`src/rtl/fetch_unit_if.sv`:
```
// Fetch unit bus: controller requests, RAM read port and instruction/PC outputs.
interface fetch_unit_if #(
  parameter int ADDR_W  = 8,
  parameter int INSTR_W = 16,
  parameter int OFF_W   = 8
);
  logic               fetch_en;
  logic               branch_take;
  logic [OFF_W-1:0]   branch_off;
  logic [INSTR_W-1:0] mem_rdata;
  logic               mem_valid;
  logic               mem_req;
  logic [ADDR_W-1:0]  mem_addr;
  logic [INSTR_W-1:0] instr;
  logic               instr_valid;
  logic               busy;
  logic [ADDR_W-1:0]  pc;

  modport slave (
    input  fetch_en, branch_take, branch_off, mem_rdata, mem_valid,
    output mem_req, mem_addr, instr, instr_valid, busy, pc
  );

  modport master (
    output fetch_en, branch_take, branch_off, mem_rdata, mem_valid,
    input  mem_req, mem_addr, instr, instr_valid, busy, pc
  );
endinterface

```
`src/rtl/fetch_unit.sv`:
```
// Program counter and instruction-fetch sequencer with PC-relative branches,
// including branches requested while a memory read is outstanding.
//   state  | meaning
//   S_IDLE | no fetch outstanding; branches apply to pc directly
//   S_WAIT | mem_req held at pc until mem_valid; branches are deferred
module fetch_unit #(
  parameter int              ADDR_W   = 8,
  parameter int              INSTR_W  = 16,
  parameter int              OFF_W    = 8,
  parameter logic [ADDR_W-1:0] RESET_PC = '0
) (
  input  logic         clk,
  input  logic         reset,
  fetch_unit_if.slave  bus
);

  typedef enum logic {
    S_IDLE = 1'b0,
    S_WAIT = 1'b1
  } state_t;

  localparam int EXT_W = ADDR_W - OFF_W;

  state_t             state_q, state_d;
  logic [ADDR_W-1:0]  pc_q, pc_d;
  logic [INSTR_W-1:0] instr_q, instr_d;
  logic               instr_valid_q, instr_valid_d;
  logic               pend_br_q, pend_br_d;
  logic [OFF_W-1:0]   pend_off_q, pend_off_d;

  logic [ADDR_W-1:0]  br_ext;
  logic [ADDR_W-1:0]  pend_ext;
  logic [ADDR_W-1:0]  pc_inc;

  generate
    if (EXT_W == 0) begin : g_noext
      assign br_ext   = bus.branch_off;
      assign pend_ext = pend_off_q;
    end else begin : g_ext
      assign br_ext   = {{EXT_W{bus.branch_off[OFF_W-1]}}, bus.branch_off};
      assign pend_ext = {{EXT_W{pend_off_q[OFF_W-1]}}, pend_off_q};
    end
  endgenerate

  assign pc_inc = pc_q + ADDR_W'(1);

  always_ff @(posedge clk or posedge reset) begin
    if (reset) begin
      state_q       <= S_IDLE;
      pc_q          <= RESET_PC;
      instr_q       <= '0;
      instr_valid_q <= 1'b0;
      pend_br_q     <= 1'b0;
      pend_off_q    <= '0;
    end else begin
      state_q       <= state_d;
      pc_q          <= pc_d;
      instr_q       <= instr_d;
      instr_valid_q <= instr_valid_d;
      pend_br_q     <= pend_br_d;
      pend_off_q    <= pend_off_d;
    end
  end

  always_comb begin
    state_d       = state_q;
    pc_d          = pc_q;
    instr_d       = instr_q;
    instr_valid_d = 1'b0;
    pend_br_d     = pend_br_q;
    pend_off_d    = pend_off_q;
    case (state_q)
      S_IDLE: begin
        // pc already points past the last fetched word, so the offset adds directly
        if (bus.branch_take) pc_d = pc_q + br_ext;
        if (bus.fetch_en)    state_d = S_WAIT;
      end
      S_WAIT: begin
        if (bus.mem_valid) begin
          instr_d       = bus.mem_rdata;
          instr_valid_d = 1'b1;
          state_d       = S_IDLE;
          pend_br_d     = 1'b0;
          if (bus.branch_take)  pc_d = pc_inc + br_ext;
          else if (pend_br_q)   pc_d = pc_inc + pend_ext;
          else                  pc_d = pc_inc;
        end else if (bus.branch_take) begin
          pend_br_d  = 1'b1;
          pend_off_d = bus.branch_off;
        end
      end
      default: state_d = S_IDLE;
    endcase
  end

  assign bus.mem_req     = (state_q == S_WAIT);
  assign bus.busy        = (state_q == S_WAIT);
  assign bus.mem_addr    = pc_q;
  assign bus.pc          = pc_q;
  assign bus.instr       = instr_q;
  assign bus.instr_valid = instr_valid_q;

endmodule

```
`src/flat_wrapper.sv`:
```
// flat-port wrapper written by rule: the top's interface ports become plain ports
module fetch_unit_flat 
#(
  parameter int              ADDR_W   = 8,
  parameter int              INSTR_W  = 16,
  parameter int              OFF_W    = 8,
  parameter logic [ADDR_W-1:0] RESET_PC = '0
)
  (clk, reset, bus_fetch_en, bus_branch_take, bus_branch_off, bus_mem_rdata, bus_mem_valid, bus_mem_req, bus_mem_addr, bus_instr, bus_instr_valid, bus_busy, bus_pc);
  fetch_unit_if #(.ADDR_W(ADDR_W), .INSTR_W(INSTR_W), .OFF_W(OFF_W)) bus_i ();
  input  logic clk;
  input  logic reset;
  input wire logic [$bits(bus_i.fetch_en)-1:0] bus_fetch_en;
  input wire logic [$bits(bus_i.branch_take)-1:0] bus_branch_take;
  input wire logic [$bits(bus_i.branch_off)-1:0] bus_branch_off;
  input wire logic [$bits(bus_i.mem_rdata)-1:0] bus_mem_rdata;
  input wire logic [$bits(bus_i.mem_valid)-1:0] bus_mem_valid;
  output wire logic [$bits(bus_i.mem_req)-1:0] bus_mem_req;
  output wire logic [$bits(bus_i.mem_addr)-1:0] bus_mem_addr;
  output wire logic [$bits(bus_i.instr)-1:0] bus_instr;
  output wire logic [$bits(bus_i.instr_valid)-1:0] bus_instr_valid;
  output wire logic [$bits(bus_i.busy)-1:0] bus_busy;
  output wire logic [$bits(bus_i.pc)-1:0] bus_pc;
  assign bus_i.fetch_en = bus_fetch_en;
  assign bus_i.branch_take = bus_branch_take;
  assign bus_i.branch_off = bus_branch_off;
  assign bus_i.mem_rdata = bus_mem_rdata;
  assign bus_i.mem_valid = bus_mem_valid;
  assign bus_mem_req = bus_i.mem_req;
  assign bus_mem_addr = bus_i.mem_addr;
  assign bus_instr = bus_i.instr;
  assign bus_instr_valid = bus_i.instr_valid;
  assign bus_busy = bus_i.busy;
  assign bus_pc = bus_i.pc;
  fetch_unit #(.ADDR_W(ADDR_W), .INSTR_W(INSTR_W), .OFF_W(OFF_W), .RESET_PC(RESET_PC)) u_core (.clk(clk), .reset(reset), .bus(bus_i));
endmodule
```
`config.mk`:
```
export PLATFORM = sky130hd
export DESIGN_NAME = fetch_unit_flat
export DESIGN_NICKNAME = d
export VERILOG_FILES = /design/src/rtl/fetch_unit_if.sv /design/src/rtl/fetch_unit.sv /design/src/flat_wrapper.sv
export SDC_FILE = /design/constraint.sdc
export NUM_CORES = 1
export LEC_CHECK = 0
export CORE_MARGIN = 1.5
export CORE_UTILIZATION = 54
export CTS_CLUSTER_DIAMETER = 30
export CTS_CLUSTER_SIZE = 24
export DETAILED_ROUTE_END_ITERATION = 10
export PLACE_DENSITY = 0.9
export SLEW_MARGIN = 25
export SYNTH_ARGS = -nofsm -noshare
export SYNTH_HDL_FRONTEND = slang
export SYNTH_SLANG_ARGS = --single-unit
```
`constraint.sdc`:
```
create_clock -name clk -period 6.8 [get_ports clk]
set_clock_uncertainty 0.15 [all_clocks]
set_input_delay 1.02 -clock clk [delete_from_list [all_inputs] [get_ports clk]]
set_output_delay 1.02 -clock clk [all_outputs]
set_load 0.005 [all_outputs]
```
==> metrics.md <==
| Metric | Value |
|---|---|
| GPL Wtd Cong | `between 0.8 and 0.9` |
| Post-CTS Setup Repair Bufs | `0` |
| Number of synthesized register bits | `35` |
| Leak | `approximately 1.5 nW` |
| Post-CTS sizing | `0` |
| # port buffers | `63` |
| Worst min path class | `flop to flop` |
| Fmax | `around 0.3 GHz` |
| Layout cells sized above 1 | `8.62%` |
| Area share of the largest cell type after synthesis | `33.2%` |
| Status | `complete, no violations` |
| Aggregate global-route resource usage | `between 20% and 30%` |
| Most common cell after layout, fill and taps aside | `clkdlybuf4s50_1` |
| CTS max path bufs | `2` |
| DRT antenna net count | `0` |
| Die W | `between 70 and 80 um` |
| Clk sinks | `35` |
| Dpl cell area | `approximately 3300 um^2` |
| Max_cap viols | `0` |
| Slowest-stage cell, CP | `clkdlybuf4s50_1` |
| Type of the worst setup path | `input pin to flop` |
| CORE AREA | `between 4000 and 5000 um^2` |
| Mapped Nets | `351` |
| Yosys cell types | `52` |
| Period utilization | `between 40 and 50%` |
| Clock transition at the registers of the reported paths | `approximately 0.07 ns` |
| DP HPWL | `~4.8 mm` |
| H-tree Lvls | `2` |
| Avg WL per Cell | `roughly 16 um` |
| RSZ-0062 raised after global routing | `no` |
| Ys async rst share | `100%` |
| Slew headroom | `between 40% and 50%` |
| CTS Root Buffer Type | `clkbuf_8` |
| Dominant cell type by area after synthesis | `dfrtp_1` |
| CP Max Fanout | `3` |
| EDFF count, synth | `0` |
| # IOs | `64` |
| Die ar. | `~5300 um^2` |
| Mapped Cells | `slightly below 300` |
| WL final | `6.52 mm` |
| Fillcell total | `342` |
| DR pass1 iterations | `4` |
| Synth area leaders | `dfrtp_1 33%, ha_1 11%, nand2_1 8.5%, xnor2_1 4.6%, mux2_2 3.8%` |
| Power Density | `roughly 470 nW/um^2` |
| Nets@finish | `~400` |
| Critical Path RT | `6.83 ns` |
| # DRC | `0` |
| Peak VDD IR | `approximately 0.18 mV` |
| Crit path largest cell delay | `approximately 0.46 ns` |
| Number of placement rows | `25` |
| Delay-heaviest family, CP | `compound AO/OA/AOI/OAI gates` |
| Vias in the first global route | `2268` |
| Setup TNS | `0 ns` |
| Crit path DAT | `3.37 ns` |
| Diode count | `0` |
| Most frequent cells in the layout | `63 x clkdlybuf4s50_1, 60 x nand2_1, 35 x dfrtp_1` |
| Worst slew pin tran | `around 0.76 ns` |
| Initial antenna violation count | `0` |
| Total global routing overflow | `0` |
| Final hold vios | `0` |
| TritonCTS clock tree | `built` |
| Synth-to-Final Area Change | `26.8%` |
| Syn_area_per_cell | `approximately 8.9 um^2` |
| Buf+Inv Stages, Crit Path | `1` |
| Via count | `about 2300` |
| First-pass GRT wire length | `approximately 11 mm` |
| Final setup viols | `0` |
| Largest net degree at the start of global routing | `36` |
| Mapped cell area | `2640 um^2` |
| Crit start category | `input pin` |
| Critical Path End Type | `flop` |
| Die Ht | `around 73 um` |
| Primary FF master, synth | `dfrtp_1` |
| Initial DRC Count | `191` |
| Tmin final | `3.34 ns` |
| Cell total after placement | `about 410` |
| Design Area, Final | `~3300 um^2` |
| Worst-path cell chain | `clkdlybuf4s50_1 > ha_1 > fa_1 > a21o_1 > a21oi_1 > o41ai_1 > o311ai_0 > o211ai_1 > o22a_1` |
| Register area share after synthesis | `around 33%` |
| DR vias/cell | `approximately 5.7` |
| Hold_ws | `approximately 0.32 ns` |
| Final cell count without fillers | `around 420` |
| Initial core utilization | `55.8%` |
| Worst skew pair latency | `approximately 0.29 ns` |
| Total CTS buffers | `5` |
| Slew Viols, Final | `0` |
| Warnings from Yosys | `0` |
| Post-CTS Hold Buffers | `0` |
==> layer usage <==
metal | global-route usage [%] | vias to the layer above | share of wire (%)
li1 | - | 1118 | -
met1 | 33.5 | 1115 | 42
met2 | 40.6 | 91 | 48
met3 | 6.77 | 21 | 7.4
met4 | 12.4 | 0 | 2.8
met5 | 0 | - | 0
==> cell usage after synthesis, types with 2 or more instances <==
master and n:
mux2i_1 4, xnor2_1 14, clkbuf_1 7, a21oi_2 3
nor3b_1 2, nand2_1 60, nor2b_1 2, and3_4 2
ha_1 24, o22ai_1 4, o21bai_1 2, a211oi_1 3
nor3_1 2, inv_1 14, a21o_1 3, nand2b_1 5
o211ai_1 3, o22a_1 2, mux2_2 9, xor2_1 6
nand4_1 2, nor2_1 14, buf_4 9, dfrtp_1 35
nor2_2 2, o21ai_0 11, a21oi_1 17, nand3_1 8
fa_1 3
==> kinds of logic after synthesis <==
group                      count (synthesis)  share of synthesized area [%]
and+or+nand+nor                          105                           18.2
AOI/OAI and AO/OA                         62                           16.4
DFF                                       35                           33.2
buffers and inverters                     32                           5.88
adders and majority gates                 27                           13.7
xor gates and xnor gates                  21                           7.26
muxes                                     13                           5.36
==> area by class of cell <==
type                       count  area (um^2)  share of cell area, %
multi-input combinational    228         1610                   48.0
clock inverter                 1         5.00                  0.150
clock buffer                   6         82.6                   2.47
sequential                    35          876                   26.2
tap                           67         83.8                   2.51
inverter                      14         52.6                   1.57
timing repair buffer          64          638                   19.1
==> worst paths after layout <==
path / from / end / slack, ns / cells after the start
setup / recovery: bus_branch_off[0] / u_core.bus.mem_addr[6] / 3.46 / 9
min in group asynchronous: reset / u_core.bus.mem_addr[0] / 0.99 / 3
hold reg to reg: u_core.bus.instr[0] / u_core.bus.instr[0] / 0.32 / 2
max in group asynchronous: reset / u_core.bus.instr[3] / 5.19 / 3
hold / removal: u_core.bus.instr[0] / u_core.bus.instr[0] / 0.32 / 2
setup reg to reg: u_core.bus.mem_addr[0] / u_core.bus.mem_addr[7] / 3.50 / 12
==> power breakdown <==
| part | internal [W] | switching, W | leakage (nW) |
|---|---|---|---|
| Clock | 0.0000795 | 0.0000756 | 0.0470 |
| Combinational | 0.000531 | 0.000531 | 1.03 |
| Sequential | 0.000271 | 0.0000880 | 0.423 |
==> state kept, by name (all words and copies together), names as in the netlist <==
register                count
u_core.bus.mem_addr         8
u_core.bus.busy             1
u_core.bus.instr_valid      1
u_core.bus.instr           16
u_core.pend_br_q            1
u_core.pend_ext             8
==> tightest hold or removal path, cell delays in order, from the launching register on <==
cell and delay (ns):
dfrtp_1 0.34, nand2_1 0.05, nand2_1 0.05
==> metrics by stage <==
stage / setup WS [ns] / total power, W / utilization, %
2_1_floorplan: 3.88 / 0.00110 / -
4_1_cts: 3.48 / 0.00157 / 70.8
6_report: 3.46 / 0.00158 / 70.8
3_5_place_dp: 3.20 / 0.00140 / 69.0
5_1_grt: 3.23 / 0.00170 / 70.8
3_3_place_gp: 3.27 / 0.00135 / 69.0
No activity file was read; power rests on OpenSTA's default activity.
